File: src/rtl/elevator_car_ctrl.sv
// SCAN-order elevator car controller with tick-timed travel/dwell and home-floor parking.
// Optional `ELEVATOR_DOOR_HOLD_EN adds a door_hold input that keeps the door open.
module elevator_car_ctrl #(
  parameter int NUM_FLOORS  = 8,
  parameter int FLOOR_W     = $clog2(NUM_FLOORS),
  parameter int TICK_DIV    = 1000000,
  parameter int DOOR_TICKS  = 2,
  parameter int RESET_FLOOR = 0
) (
  input  logic                  clk,
  input  logic                  reset,
`ifdef ELEVATOR_DOOR_HOLD_EN
  input  logic                  door_hold,
`endif
  input  logic [FLOOR_W-1:0]    default_floor,
  input  logic [NUM_FLOORS-1:0] req_vec,
  output logic [NUM_FLOORS-1:0] pending,
  output logic [FLOOR_W-1:0]    current_floor,
  output logic                  current_up_ndown,
  output logic                  moving,
  output logic                  door_open,
  output logic                  arrive,
  output logic                  busy
);

  localparam int TW = $clog2(TICK_DIV);
  localparam int DW = $clog2(DOOR_TICKS + 1);
  localparam logic [TW-1:0]      TICK_LAST  = TW'(TICK_DIV - 1);
  localparam logic [DW-1:0]      DWELL_INIT = DW'(DOOR_TICKS);
  localparam logic [FLOOR_W-1:0] TOP        = FLOOR_W'(NUM_FLOORS - 1);
  localparam logic [FLOOR_W-1:0] RST_FL     = FLOOR_W'(RESET_FLOOR);

  localparam logic [2:0] S_IDLE = 3'd0;
  localparam logic [2:0] S_PREP = 3'd1;
  localparam logic [2:0] S_MOVE = 3'd2;
  localparam logic [2:0] S_DOOR = 3'd3;
  localparam logic [2:0] S_RET  = 3'd4;

  logic [2:0]            state, state_nxt;
  logic [TW-1:0]         tick_cnt;
  logic                  tick;
  logic [DW-1:0]         dwell, dwell_nxt;
  logic [FLOOR_W-1:0]    cf_nxt, home;
  logic                  dir_nxt;
  logic [NUM_FLOORS-1:0] pend_nxt, clr;
  logic                  ahead_up, ahead_dn, at_req, hold_rel;

  function automatic logic [FLOOR_W-1:0] step(input logic [FLOOR_W-1:0] f, input logic up);
    if (up) return (f == TOP) ? f : f + FLOOR_W'(1);
    else    return (f == '0)  ? f : f - FLOOR_W'(1);
  endfunction

  assign tick = (tick_cnt == TICK_LAST);
  assign home = (int'(default_floor) > NUM_FLOORS - 1) ? TOP : default_floor;
  assign at_req = pending[current_floor];

`ifdef ELEVATOR_DOOR_HOLD_EN
  // Holding the door or re-requesting the open floor restarts the dwell.
  assign hold_rel = door_hold | req_vec[current_floor];
`else
  assign hold_rel = 1'b0;
`endif

  always_comb begin
    ahead_up = 1'b0;
    ahead_dn = 1'b0;
    for (int i = 0; i < NUM_FLOORS; i++) begin
      if (i > int'(current_floor)) ahead_up = ahead_up | pending[i];
      if (i < int'(current_floor)) ahead_dn = ahead_dn | pending[i];
    end
  end

  always_comb begin
    state_nxt = state;
    cf_nxt    = current_floor;
    dir_nxt   = current_up_ndown;
    dwell_nxt = dwell;
    case (state)
      S_IDLE: begin
        if (at_req) begin
          if (tick) state_nxt = S_DOOR;
        end else if (|pending) begin
          if (tick) state_nxt = S_PREP;
        end else if (current_floor != home) begin
          state_nxt = S_RET;
          dir_nxt   = (home > current_floor);
        end
      end
      S_PREP: begin
        // Keep heading while work remains ahead; otherwise turn toward what is left.
        if (!(current_up_ndown && ahead_up) && !(!current_up_ndown && ahead_dn)) begin
          if (ahead_up)      dir_nxt = 1'b1;
          else if (ahead_dn) dir_nxt = 1'b0;
        end
        if (pending == '0) state_nxt = S_IDLE;
        else if (at_req)   state_nxt = S_DOOR;
        else               state_nxt = S_MOVE;
      end
      S_MOVE: begin
        if (tick) begin
          cf_nxt = step(current_floor, current_up_ndown);
          if (pending[cf_nxt]) state_nxt = S_DOOR;
          else if (!(current_up_ndown ? ahead_up : ahead_dn)) state_nxt = S_PREP;
        end
      end
      S_DOOR: begin
        if (hold_rel) begin
          dwell_nxt = DWELL_INIT;
        end else if (tick) begin
          if (dwell <= DW'(1)) begin
            dwell_nxt = '0;
            if (|pending) state_nxt = S_PREP;
            else if (current_floor == home) state_nxt = S_IDLE;
            else begin
              state_nxt = S_RET;
              dir_nxt   = (home > current_floor);
            end
          end else begin
            dwell_nxt = dwell - DW'(1);
          end
        end
      end
      S_RET: begin
        if (tick) begin
          if (|pending) state_nxt = S_PREP;
          else if (current_floor == home) state_nxt = S_IDLE;
          else begin
            dir_nxt = (home > current_floor);
            cf_nxt  = step(current_floor, home > current_floor);
            if (cf_nxt == home) state_nxt = S_IDLE;
          end
        end
      end
      default: state_nxt = S_IDLE;
    endcase
    if (state_nxt == S_DOOR && state != S_DOOR) dwell_nxt = DWELL_INIT;
  end

  // The floor being served is cleared from the cycle the door opens until it closes.
  always_comb begin
    clr = '0;
    if (state == S_DOOR || state_nxt == S_DOOR)
      clr = {{(NUM_FLOORS-1){1'b0}}, 1'b1} << cf_nxt;
    pend_nxt = (pending | req_vec) & ~clr;
  end

  always_ff @(posedge clk or negedge reset) begin
    if (!reset) begin
      tick_cnt         <= '0;
      state            <= S_IDLE;
      current_floor    <= RST_FL;
      current_up_ndown <= 1'b0;
      pending          <= '0;
      dwell            <= '0;
      arrive           <= 1'b0;
    end else begin
      tick_cnt         <= tick ? '0 : tick_cnt + TW'(1);
      state            <= state_nxt;
      current_floor    <= cf_nxt;
      current_up_ndown <= dir_nxt;
      pending          <= pend_nxt;
      dwell            <= dwell_nxt;
      arrive           <= (state_nxt == S_DOOR) && (state != S_DOOR);
    end
  end

  assign moving    = (state == S_MOVE) || (state == S_RET);
  assign door_open = (state == S_DOOR);
  assign busy      = (state != S_IDLE);

  assert property (@(posedge clk) disable iff (!reset) int'(current_floor) < NUM_FLOORS);

endmodule

File: config.mk
export PLATFORM = sky130hd
export DESIGN_NAME = elevator_car_ctrl
export DESIGN_NICKNAME = d
export VERILOG_FILES = /design/src/rtl/elevator_car_ctrl.sv
export SDC_FILE = /design/constraint.sdc
export NUM_CORES = 1
export LEC_CHECK = 0
export CORE_ASPECT_RATIO = 0.5
export CORE_MARGIN = 5
export CORE_UTILIZATION = 30
export DETAILED_ROUTE_END_ITERATION = 7
export PLACE_DENSITY = 0.45
export SYNTH_ARGS = -nofsm -noshare
export SYNTH_HDL_FRONTEND = slang
export SYNTH_SLANG_ARGS = --single-unit
File: constraint.sdc
create_clock -name clk -period 4.3 [get_ports clk]
set_input_delay 0.43 -clock clk [delete_from_list [all_inputs] [get_ports clk]]
set_output_delay 0.43 -clock clk [all_outputs]
set_load 0.01 [all_outputs]
==> results.tsv <==
metric	value	unit
part of the cycle the worst path needs	0.858	
post-synthesis adder-cell area fraction	0.0340	
Data required, critical path	4.46	ns
synthesized area	0.00258	mm2
CTS tree	built	
fin nets	338	
Startpoint Class	flip-flop	
initial antenna violation count	0	
vias	2307	
flop-to-flop setup slack	0.61	ns
largest family of logic cells by synthesized area	simple AND/OR/NAND/NOR gates	
CP endpoint kind	flip-flop	
Fill cells	840	
path depth of the worst reg2reg path	10	
H-tree Lvls	2	
post-synthesis mux area share	0.0378	
max-slew violation count	0	
post-cts repair resize count	0	
PnR Total Power	898	uW
Seq/Total Area, Yosys	0.369	
Final Hold Viols	0	
largest stage delay on the critical path	0.60	ns
Netlist cell types	61	
number of flops mapped to enable cells by yosys	0	
Post-Synth Simple-Gate Area	0.236	
Die Ht	75.6	um
final setup fails	0	
LEAKAGE	1.29	nW
Setup Fix Bufs, Post-CTS	0	
clock skew	0.00386	ns
RSZ-0062 raised after global routing	no	
CTS buffer count	5	
fmax	271	MHz
outcome	finished, final reports clean	
max_cap viols	0	
total wire length	6930	um
initial DRC count	192	
Yosys reg bits	38	
PwrDens	283	mW/mm2
worst-margin pin slew	0.889	ns
Mean Syn Cell Area	8.95	um2
clk sinks	38	
Final Wtd Congestion	0.841	
final core occ	0.389	
die area	0.0107	mm2
Tot GR Track Use	0.134	
DP HPWL	5160	um
first-pass GRT wire length	11500	um
Mapped Nets	308	
final hold slack	0.269	ns
Worst Hold Class	in -> async	
most used flip-flop cell after synthesis	dfrtp_1	
slew margin rel.	0.407	
Crit Path Category	reg -> reg	
largest net degree at the start of global routing	39	
most frequent cells in the layout	dfrtp_1, nor2_1, clkdlybuf4s50_1	
post-synthesis compound-gate area fraction	0.222	
drt wl/cell	16.1	um
area delta synth->final	23.3	%
gate count of the mapped netlist	288	
worst reg2reg path endpoint	pending[1]	
first drt pass iteration count	4	
core area	0.00817	mm2
TNS Setup	0	ns
die width	141	um
Post-CTS Hold Fix Bufs	0	
drc violations	0	
FF-to-FF Start	current_floor[0]	
I/O Buffers	28	
Std-Cell Rows	23	
VDD IR max	0.220	mV
Max Fanout on Critical Path	10	
grt ovf	0	
Worst-Skew Late Latency	0.28	ns
Initial Util	0.316	
Root Buffer	clkbuf_16	
layout cell share with drive strength beyond 1	0.0846	
Antenna Cells	0	
Clock transition at path regs	0.06	ns
min cycle time layout	3.69	ns
vias in the first global route	2270	
crit-path cells	clkinv_1 -> ha_1 -> nor2b_1 -> o22ai_1 -> a22o_1 -> a211o_1 -> a2bb2oi_1 -> a211oi_1 -> or3_4 -> o32a_1	
# IOs	29	
most common cell after layout, fill and taps aside	dfrtp_1	
drt via density	5.35	
synth warn	0	
Synth async-reset ratio	1.00	
post-synthesis xor/xnor area fraction	0.0679	
clk buf depth	2	
Final ANT Viol Nets	0	
Crit-path slowest cell	dfrtp_1	
Worst EP arrival	3.85	ns
[registers in the layout, summed over array words and instances (netlist names)]
signal            cells
arrive                1
current_floor         3
current_up_ndown      1
dwell                 2
pending               8
state                 3
tick_cnt             20
[final cells by class]
type	instances	area (um2)	share of cell area
Clock buffer	5	125	0.0394
Timing Repair Buffer	31	298	0.0937
Sequential cell	38	951	0.299
Multi-Input combinational cell	227	1540	0.484
Clock inverter	3	68.8	0.0216
Inverter	15	56.3	0.0177
Tap cell	112	140	0.0441
[critical path: cells and delay by family (launching register included)]
family	cells	cell delay, ns
and+or+nand+nor	2	0.62
adders and majority gates	1	0.40
AOI/OAI and AO/OA	6	1.55
DFF	1	0.60
buffers and inverters	1	0.39
[cell families (layout without fill, tap and decap cells)]
kind of cell,Yosys count,after routing
simple gates,109,109
xor+xnor,20,20
buf+inv,23,54
compound gates,84,84
flops,38,38
fa+ha+maj,7,7
mux,7,7
[power breakdown]
part / total (mW) / internal [mW] / switching, mW
sequential: 0.363 / 0.359 / 0.00414
clock: 0.490 / 0.334 / 0.156
combinational: 0.0453 / 0.0236 / 0.0217
[synthesized netlist by cell type (all sizes together), types with 3 or more instances]
cell,instances,share of area
a31oi,7,0.017
o32a,5,0.019
or4,4,0.015
nor3,6,0.014
nand4,4,0.0097
xor2,10,0.034
o211ai,3,0.0087
nand2b,8,0.019
and3,6,0.015
mux2i,3,0.012
nand2,15,0.022
inv,14,0.020
clkbuf,6,0.0087
o22ai,5,0.012
nor4b,3,0.010
a21o,4,0.012
o21ai,13,0.025
nor2b,6,0.015
nor2,29,0.049
nand3,11,0.021
ha,7,0.034
xnor2,10,0.034
dfrtp,38,0.37
or3,7,0.019
a21oi,23,0.046
[metal layers]
metal,track usage,share of wire,wire length (um)
met5,0,0,0
met4,0.0344,0.0036,25
met3,0.0232,0.043,296
met2,0.222,0.47,3240
met1,0.186,0.49,3370
[per-stage QoR]
step	instances	worst slack (ns)	instance area [um2]
finish	431	0.611	3180
global route	431	0.351	3180
CTS	431	0.606	3180
detailed placement	423	0.628	2990
global placement	423	0.574	2990
floorplan	288	1.16	2580
[worst max-delay path by stage]
| stage | slack, ns | end | startpoint |
|---|---|---|---|
| 6_report | 0.61 | pending[1] | current_floor[0] |
| 5_1_grt | 0.35 | pending[1] | current_floor[0] |
| 4_1_cts | 0.61 | pending[1] | current_floor[0] |
| 3_5_place_dp | 0.63 | pending[1] | current_floor[0] |
| 3_3_place_gp | 0.57 | pending[1] | current_floor[0] |
| 2_1_floorplan | 1.16 | pending[0] | current_floor[2] |
No activity file was read; power rests on OpenSTA's default activity.
